File: src/rtl/tone_gen_prog_pkg.sv
`default_nettype none
// ---------------------------------------------------------------------------
// tone_pkg : note half-period table and FSM state encoding for tone_gen_prog
// Rev 1.0
// ---------------------------------------------------------------------------
package tone_pkg;

    localparam logic [1:0] ST_IDLE    = 2'd0;
    localparam logic [1:0] ST_PLAY    = 2'd1;
    localparam logic [1:0] ST_SUSTAIN = 2'd2;
    localparam logic [1:0] ST_DRAIN   = 2'd3;

    // Half-period in sys_clk cycles for each note, index = key code - 1
    function automatic logic [31:0] tone_half(input logic [3:0] idx);
        logic [31:0] h;
        case (idx)
            4'd0:    h = 32'd190_839;
            4'd1:    h = 32'd170_068;
            4'd2:    h = 32'd151_515;
            4'd3:    h = 32'd143_266;
            4'd4:    h = 32'd127_551;
            4'd5:    h = 32'd113_636;
            4'd6:    h = 32'd101_214;
            4'd7:    h = 32'd95_602;
            4'd8:    h = 32'd85_179;
            4'd9:    h = 32'd75_872;
            4'd10:   h = 32'd71_633;
            default: h = 32'd63_775;
        endcase
        return h;
    endfunction

endpackage
`default_nettype wire

File: src/rtl/tone_gen_prog_half_cnt.sv
`default_nettype none
// ---------------------------------------------------------------------------
// half_cnt : loadable half-period counter with toggle output and boundary strobe
// Rev 1.0
// ---------------------------------------------------------------------------
module half_cnt #(
    parameter int CNT_W = 18
) (
    input  logic             clk,
    input  logic             rst_n,
    input  logic             en,
    input  logic             restart,
    input  logic             stop,
    input  logic [CNT_W-1:0] half,
    output logic             tone,
    output logic             boundary
);

    logic [CNT_W-1:0] cnt;

    assign boundary = en && (cnt == half - CNT_W'(1));

    always_ff @(posedge clk or negedge rst_n) begin
        if (!rst_n) begin
            cnt  <= '0;
            tone <= 1'b0;
        end else if (stop) begin
            cnt  <= '0;
            tone <= 1'b0;
        end else if (restart) begin
            cnt  <= '0;
        end else if (boundary) begin
            cnt  <= '0;
            tone <= ~tone;
        end else if (en) begin
            cnt  <= cnt + CNT_W'(1);
        end
    end

endmodule
`default_nettype wire

File: src/rtl/tone_gen_prog.sv
`default_nettype none
// ---------------------------------------------------------------------------
// tone_gen_prog : key-selected square-wave tone with octave shift, glitch-free
//                 note changes and programmable release sustain
// Rev 1.0
// ---------------------------------------------------------------------------
module tone_gen_prog
    import tone_pkg::*;
#(
    parameter int N_TONES     = 12,
    parameter int CNT_W       = 18,
    parameter int OCT_W       = 2,
    parameter int SUSTAIN_CYC = 0,
    parameter int SUS_W       = 32,
    parameter int HALF_SHIFT  = 0
) (
    input  logic             sys_clk,
    input  logic             sys_rst_n,
    input  logic [3:0]       key_pad,
    input  logic [OCT_W-1:0] octave,
    output logic             tone_clk,
    output logic             playing,
    output logic [3:0]       cur_tone
);

    function automatic logic [CNT_W-1:0] half_of(input logic [3:0] key,
                                                 input logic [OCT_W-1:0] oct);
        logic [31:0] h;
        h = (tone_half(key - 4'd1) >> HALF_SHIFT) >> oct;
        return h[CNT_W-1:0];
    endfunction

    logic [1:0]       state;
    logic [CNT_W-1:0] half_r;
    logic [OCT_W-1:0] octave_r;
    logic             pend_valid;
    logic [3:0]       pend_key;
    logic [OCT_W-1:0] pend_oct;
    logic [SUS_W-1:0] sus_cnt;

    logic             valid;
    logic             boundary;
    logic             fall;
    logic             apply;
    logic [3:0]       eff_key;
    logic [OCT_W-1:0] eff_oct;
    logic             differs;
    logic             cnt_en;
    logic             cnt_restart;
    logic             cnt_stop;

    assign valid   = (key_pad != 4'd0) && (key_pad <= 4'(N_TONES));
    assign fall    = boundary && tone_clk;
    assign apply   = fall && pend_valid && valid &&
                     ((state == ST_PLAY) || (state == ST_SUSTAIN));
    // Compare against the tone that will be sounding after this edge
    assign eff_key = apply ? pend_key : cur_tone;
    assign eff_oct = apply ? pend_oct : octave_r;
    assign differs = (key_pad != eff_key) || (octave != eff_oct);

    assign cnt_en      = (state != ST_IDLE);
    assign cnt_restart = (state == ST_IDLE) && valid;
    assign cnt_stop    = (state == ST_DRAIN) && (!tone_clk || fall);
    assign playing     = (state != ST_IDLE);

    half_cnt #(
        .CNT_W (CNT_W)
    ) u_half_cnt (
        .clk      (sys_clk),
        .rst_n    (sys_rst_n),
        .en       (cnt_en),
        .restart  (cnt_restart),
        .stop     (cnt_stop),
        .half     (half_r),
        .tone     (tone_clk),
        .boundary (boundary)
    );

    always_ff @(posedge sys_clk or negedge sys_rst_n) begin
        if (!sys_rst_n) begin
            state      <= ST_IDLE;
            half_r     <= '0;
            cur_tone   <= 4'd0;
            octave_r   <= '0;
            pend_valid <= 1'b0;
            pend_key   <= 4'd0;
            pend_oct   <= '0;
            sus_cnt    <= '0;
        end else begin
            case (state)
                ST_IDLE: begin
                    if (valid) begin
                        state      <= ST_PLAY;
                        half_r     <= half_of(key_pad, octave);
                        cur_tone   <= key_pad;
                        octave_r   <= octave;
                        pend_valid <= 1'b0;
                    end
                end
                ST_PLAY, ST_SUSTAIN: begin
                    if (valid) begin
                        state <= ST_PLAY;
                        if (apply) begin
                            half_r   <= half_of(pend_key, pend_oct);
                            cur_tone <= pend_key;
                            octave_r <= pend_oct;
                        end
                        pend_valid <= differs;
                        if (differs) begin
                            pend_key <= key_pad;
                            pend_oct <= octave;
                        end
                    end else if (state == ST_PLAY) begin
                        state      <= (SUSTAIN_CYC > 0) ? ST_SUSTAIN : ST_DRAIN;
                        sus_cnt    <= '0;
                        pend_valid <= 1'b0;
                    end else if (sus_cnt == SUS_W'(SUSTAIN_CYC - 1)) begin
                        state <= ST_DRAIN;
                    end else begin
                        sus_cnt <= sus_cnt + SUS_W'(1);
                    end
                end
                default: begin
                    if (!tone_clk || fall) begin
                        state    <= ST_IDLE;
                        cur_tone <= 4'd0;
                    end
                end
            endcase
        end
    end

    // A half-period below 2 cannot produce a clean square wave
    always_ff @(posedge sys_clk) begin
        if (sys_rst_n && valid) begin
            assert (half_of(key_pad, octave) >= CNT_W'(2))
            else $error("tone_gen_prog: half-period below 2 for key %0d octave %0d",
                        key_pad, octave);
        end
    end

endmodule
`default_nettype wire
File: config.mk
export PLATFORM = sky130hd
export DESIGN_NAME = tone_gen_prog
export DESIGN_NICKNAME = d
export VERILOG_FILES = /design/src/rtl/tone_gen_prog_pkg.sv /design/src/rtl/tone_gen_prog_half_cnt.sv /design/src/rtl/tone_gen_prog.sv
export SDC_FILE = /design/constraint.sdc
export NUM_CORES = 1
export LEC_CHECK = 0
export CORE_UTILIZATION = 40
export CTS_CLUSTER_SIZE = 24
export DETAILED_ROUTE_END_ITERATION = 8
export GPL_TIMING_DRIVEN = 0
export PLACE_DENSITY = 0.57
export SYNTH_ARGS = -nofsm -noshare
export SYNTH_HDL_FRONTEND = slang
export SYNTH_SLANG_ARGS = --single-unit
File: constraint.sdc
create_clock -name sys_clk -period 6.2 [get_ports sys_clk]
set_input_delay 1.24 -clock sys_clk [delete_from_list [all_inputs] [get_ports sys_clk]]
set_output_delay 1.24 -clock sys_clk [all_outputs]
set_load 0.05 [all_outputs]
-- Yosys cells after proc, flatten, opt, wreduce, memory -nomap -nowiden
Memories as Yosys holds them, arrays and structs flattened.
Index checks and enable logic that the tools add are counted.
- bits in registers: 84
- bits in read-only memories: 576
- memories: 2
- add/sub/neg operators: 5
- order comparisons: 1
- equal/unequal tests: 14
- shift-type cells: 2
- multiplexer cells: 37
- bitwise operators: 2
- reduce and logical (&&, ||, !) cells: 28
- memory list (memory ; words ; bits a word ; rd ports ; clocked after memory_dff ; write ports ; line ; source):
    (name not given) ; 16 ; 18 ; 1 ; 0 ; 0 ; tone_gen_prog_pkg.sv:16 ; case (idx)
    (name not given) ; 16 ; 18 ; 1 ; 0 ; 0 ; tone_gen_prog_pkg.sv:16 ;
- operators by type and width (operator ; number):
    $mux W32 ; 7
    $mux W18 ; 7
    $shr A32 B2 Y18 ; 2
    $pmux W18 S2 ; 1
    $add A32 B1 Y32 const B ; 1
    $eq A32 B32 Y1 const B ; 1
    $add A18 B1 Y18 const B ; 1
    $eq A18 B18 Y1 ; 1
    $reduce_and A3 Y1 ; 6
    $sub A18 B1 Y18 const B ; 1
    $mux W2 ; 8
    $mux W4 ; 4
    $logic_and A1 B1 Y1 ; 8
    $ne A2 B2 Y1 const B ; 4
    $pmux W2 S2 ; 2
    $pmux W4 S2 ; 1
    $reduce_bool A4 Y1 ; 2
    $sub A4 B1 Y4 const B ; 2
    $mux W1 ; 6
    $reduce_bool A2 Y1 ; 3
    $eq A2 B2 Y1 const B ; 2
    $le A4 B4 Y1 const B ; 1
    $ne A4 B4 Y1 ; 1
    $ne A4 B4 Y1 const B ; 1
    other kinds (13) ; 16

-- Depth between registers and ports, before layout
- word-level depth: 14
- gate-level depth with buffers: 15

-- Cells and area by module
From an unflattened synthesis, not the netlist that was laid out.
- cells, all modules: 917
- area total of the unflattened synthesis: 7390.8 µm²
- by module, submodules not included (module ; times used ; cells an instance ; area an instance (µm²) ; seq. area each (µm²)):
    tone_gen_prog ; 1 ; 708 ; 5688.0 ; 1626.6
    half_cnt ; 1 ; 209 ; 1702.9 ; 475.5

-- Worst setup path after synthesis
OpenSTA, ideal clock, no wires.
- path kind: input -> register
- start: in key_pad[1]
- end: reg sus_cnt[30]
- arrival time: 3687 ps
- required time: 6068 ps
- setup slack: 2381 ps
- cell stages on the path: 12
- path buffers: 1
- cells stage by stage: clkbuf_1 -> inv_1 -> ha_1 -> o22ai_1 -> nand2_1 -> a31oi_1 -> nand4_1 -> nor2_1 -> nand2_1 -> nor3_1 -> xnor2_1 -> nor2_1
- cells in the longest elaborated chain, start to end: 4
- elaborated cells on any way between the ends: 5
- classes of those cells: order compare (1); bitwise (1); reduce/logical (3)
- ends and longest elaborated chain (element ; line ; source):
    start, declared ; tone_gen_prog.sv:19 ; input logic [3:0] key_pad,
    $le A4 B4 Y1 / $reduce_bool A4 Y1 (equally long branches) ; tone_gen_prog.sv:52 ; assign valid = (key_pad != 4'd0) && (key_pad <= 4'(N_TONES));
    $logic_and A1 B1 Y1 * ; tone_gen_prog.sv:52 ;
    $not A1 Y1 (no source line) * ; -- ;
    $reduce_and A3 Y1 (no source line) * ; -- ;
    end signal, assigned ; tone_gen_prog.sv:120 ; sus_cnt <= sus_cnt + SUS_W'(1);
    end, declared ; tone_gen_prog.sv:39 ; logic [SUS_W-1:0] sus_cnt;
Every way passes the cells marked *; elsewhere a longest branch is shown, timed or not.
A chain may end at the register's enable or synchronous reset.

-- Final worst setup path
- start: in key_pad[0]
- end: reg sus_cnt[30]
The elaborated chain is that of the path after synthesis.

==> results.sh <==
export IMPL_fin_skew_ns=0.01519
export IMPL_syn_nets=875
export IMPL_hp_class="flop to flop"
export IMPL_dp_final_hpwl_mm=13.42
export IMPL_syn_area_per_cell_sq_um=7.874
export IMPL_path_class="input port to flop"
export IMPL_fmax_ghz=0.1906
export IMPL_period_needed_ns=5.246
export IMPL_synth_edf_count=0
export IMPL_cts_tree="yes"
export IMPL_cts_setup_buffers=0
export IMPL_cts_made_buffers=9
export IMPL_grt_max_degree=56
export IMPL_die_height_microns=130.8
export IMPL_wirelength_mm=17.47
export IMPL_synth_top_area_share_pct=31.67
export IMPL_p_seq_share_pct=24.1
export IMPL_start_kind="input port"
export IMPL_cpPeakStageDelay_ns=0.60
export IMPL_worstPathRequired_ns=6.43
export IMPL_clock_latency_ns=0.35
export IMPL_dp_cells=1071
export IMPL_synthTopCellsByArea="dfrtp_1 (32%), o21ai_0 (7.6%), nand2_1 (5.1%)"
export IMPL_switching_share_pct=49.39
export IMPL_initial_utilization_pct=41.34
export IMPL_io_pins=14
export IMPL_dr_pass1_iters=6
export IMPL_drv_cap=0
export IMPL_endpoint_kind="flop"
export IMPL_netlist_top_cell_by_area="dfrtp_1"
export IMPL_vias=6072
export IMPL_worstMarginPinSlew_ns=0.8814
export IMPL_ant_nets=0
export IMPL_routabilityCongestion=0.9386
export IMPL_wl_per_cell_microns=16.07
export IMPL_synth_most_common_cell="o21ai_0"
export IMPL_power_density_nw_per_um2=468.4
export IMPL_pwr_share_comb_pct=59.7
export IMPL_switching_power_mw=1.700
export IMPL_viasPerCell=5.586
export IMPL_coreArea_sq_um=16060
export IMPL_clockPowerShare_pct=16.2
export IMPL_post_cts_resized=0
export IMPL_fin_nets=898
export IMPL_htree_levels=3
export IMPL_hold_viol_final=0
export IMPL_tns_ns=0
export IMPL_dieArea_sq_um=17110
export IMPL_cts_clk_slew_worst_paths_ns=0.07
export IMPL_io_buffers=11
export IMPL_fin_area_sq_um=7348
export IMPL_fp_row_count=46
export IMPL_root_buffer="clkbuf_16"
export IMPL_layout_drive_gt1_share_pct=6.085
export IMPL_syn_inst=843
export IMPL_cp_cell_sequence="clkdlybuf4s50_1 > clkbuf_1 > inv_1 > ha_1 > o22ai_1 > nand2_1 > a31oi_1 > nand4_1 > nor2_1 > nand2_1 > nor3_1 > xnor2_1 > nor2_1"
export IMPL_min_period_over_period_pct=84.62
export IMPL_grt_pass1_vias=5689
export IMPL_diodes=0
export IMPL_postCtsHoldBufs=0
export IMPL_rsz0062_at_grt="false"
export IMPL_area_delta_synth_final_pct=10.71
export IMPL_synth_area_sq_um=6638
export IMPL_p_int_mw=1.742
export IMPL_clk_path_buf_depth=2
export IMPL_ys_types=72
export IMPL_clock_sinks=84
export IMPL_critPathArrivalTime_ns=5.47
export IMPL_grt_ovfl_total=0
export IMPL_die_w_microns=130.8
export IMPL_ys_warn_count=0
export IMPL_grt_use_total_pct=22.15
export IMPL_crit_fanout=10
export IMPL_instances_no_fill=1087
export IMPL_fin_util_pct=45.76
export IMPL_drc_errors=0
export IMPL_synthArstFlopShare_pct=100.0
export IMPL_slew_violations=0
export IMPL_synth_flop_cell="dfrtp_1"
export IMPL_grt_antenna_before_repair=0
export IMPL_crit_slowest_cell="clkdlybuf4s50_1"
export IMPL_placed_cell_area_sq_um=7043
export IMPL_max_slew_margin_pct=41.24
export IMPL_setup_viol=0
export IMPL_synth_common_cells="o21ai_0 (101), nand2_1 (90), nor2_1 (90)"
export IMPL_grt_pass1_wl_mm=29.64
export IMPL_p_leak_nw=3.047
export IMPL_synth_seq_cells=84
export IMPL_peakVddDrop_mv=0.3809
export IMPL_drt_initial_drc_count=361
export IMPL_status="finished, final reports clean"
export IMPL_ys_seq_area_share_pct=31.67
-- layout make-up --
| cell class | instances | area, sq um |
|---|---|---|
| clock inverters | 7 | 80.08 |
| clock buffers | 9 | 225.2 |
| plain buffers | 47 | 190.2 |
| well taps | 216 | 270.3 |
| flip-flops and latches | 84 | 2102 |
| fillers | 1661 | 8710 |
| multi-input cells | 678 | 4218 |
| inverters | 34 | 127.6 |
| repair buffers | 12 | 135.1 |
-- through the flow --
stage | hold slack, ns | worst slack, ns | power [mW]
2_1_floorplan | 0.4380 | 2.381 | 2.304
3_3_place_gp | 0.4813 | 0.6091 | 2.847
3_5_place_dp | 0.4878 | 0.6550 | 2.854
4_1_cts | 0.5015 | 1.006 | 3.422
5_1_grt | 0.5363 | 0.6056 | 3.715
6_report | 0.5032 | 0.9538 | 3.442
-- cells in the final DEF, fill, tap and decap left out, drive strengths merged, types with 7 or more instances in the layout --
cell type	Yosys	routed
o21ai	106	106
nor2	91	91
nand2	90	90
dfrtp	84	84
a21oi	52	52
clkbuf	42	51
nand3	44	44
inv	33	37
xor2	33	33
mux2i	29	29
xnor2	25	25
ha	24	24
nor3	20	20
or3	17	17
and3	14	14
mux2	13	13
clkdlybuf4s50	0	10
a211oi	10	10
nand4	8	8
o22ai	7	7
a22oi	7	7
o211ai	7	7
buf	5	7
-- power by group through the flow --
stage	Sequential [mW]	Combinational [mW]	Clock (mW)
after floorplan	0.814	1.49	0
after global placement	0.833	2.01	0
after detailed placement	0.834	2.02	0
after CTS	0.825	2.03	0.570
after global routing	0.846	2.28	0.590
final	0.828	2.06	0.559
-- flip-flops by register name (all words and copies together) (netlist names) --
name             flops
half_r              18
sus_cnt             32
u_half_cnt.cnt      18
octave_r             2
state                2
cur_tone             4
u_half_cnt.tone      1
pend_key             4
pend_valid           1
pend_oct             2
-- critical path, delay by kind of cell --
| kind | cells | cell delay, ns |
|---|---|---|
| AO/OA/AOI/OAI | 2 | 0.94 |
| XOR/XNOR | 1 | 0.14 |
| adder cells (fa/ha/maj) | 1 | 0.35 |
| buffers and inverters | 3 | 1.37 |
| AND/OR/NAND/NOR | 6 | 1.42 |
-- cells by family (layout without fill, tap and decap cells) --
| kind of cell | after synthesis | count (layout) | synth area share (%) |
|---|---|---|---|
| and+or+nand+nor | 322 | 322 | 23.37 |
| xor gates and xnor gates | 58 | 58 | 7.653 |
| DFF | 84 | 84 | 31.67 |
| muxes | 43 | 43 | 7.088 |
| AOI/OAI and AO/OA | 231 | 231 | 20.91 |
| adders and majority gates | 24 | 24 | 4.524 |
| buffers and inverters | 81 | 109 | 4.788 |
-- metal layers --
| metal | track usage (%) | up-vias | routed length [microns] |
|---|---|---|---|
| met3 | 3.339 | 32 | 548 |
| met5 | 0 | - | 0 |
| met4 | 7.032 | 0 | 452 |
| li1 | - | 3029 | - |
| met2 | 35.73 | 115 | 7899 |
| met1 | 30.39 | 2896 | 8569 |
-- worst paths after layout --
| kind | start | cells after the start | slack (ns) | endpoint |
|---|---|---|---|---|
| hold / removal | pend_valid | 2 | 0.50 | pend_valid |
| hold reg to reg | pend_valid | 2 | 0.50 | pend_valid |
| max in group asynchronous | sys_rst_n | 2 | 4.76 | half_r[6] |
| setup reg to reg | half_r[0] | 14 | 2.25 | pend_key[3] |
| setup / recovery | key_pad[0] | 13 | 0.95 | sus_cnt[30] |
| min in group asynchronous | sys_rst_n | 1 | 0.82 | sus_cnt[12] |
Power figures use the tool's default switching activity.
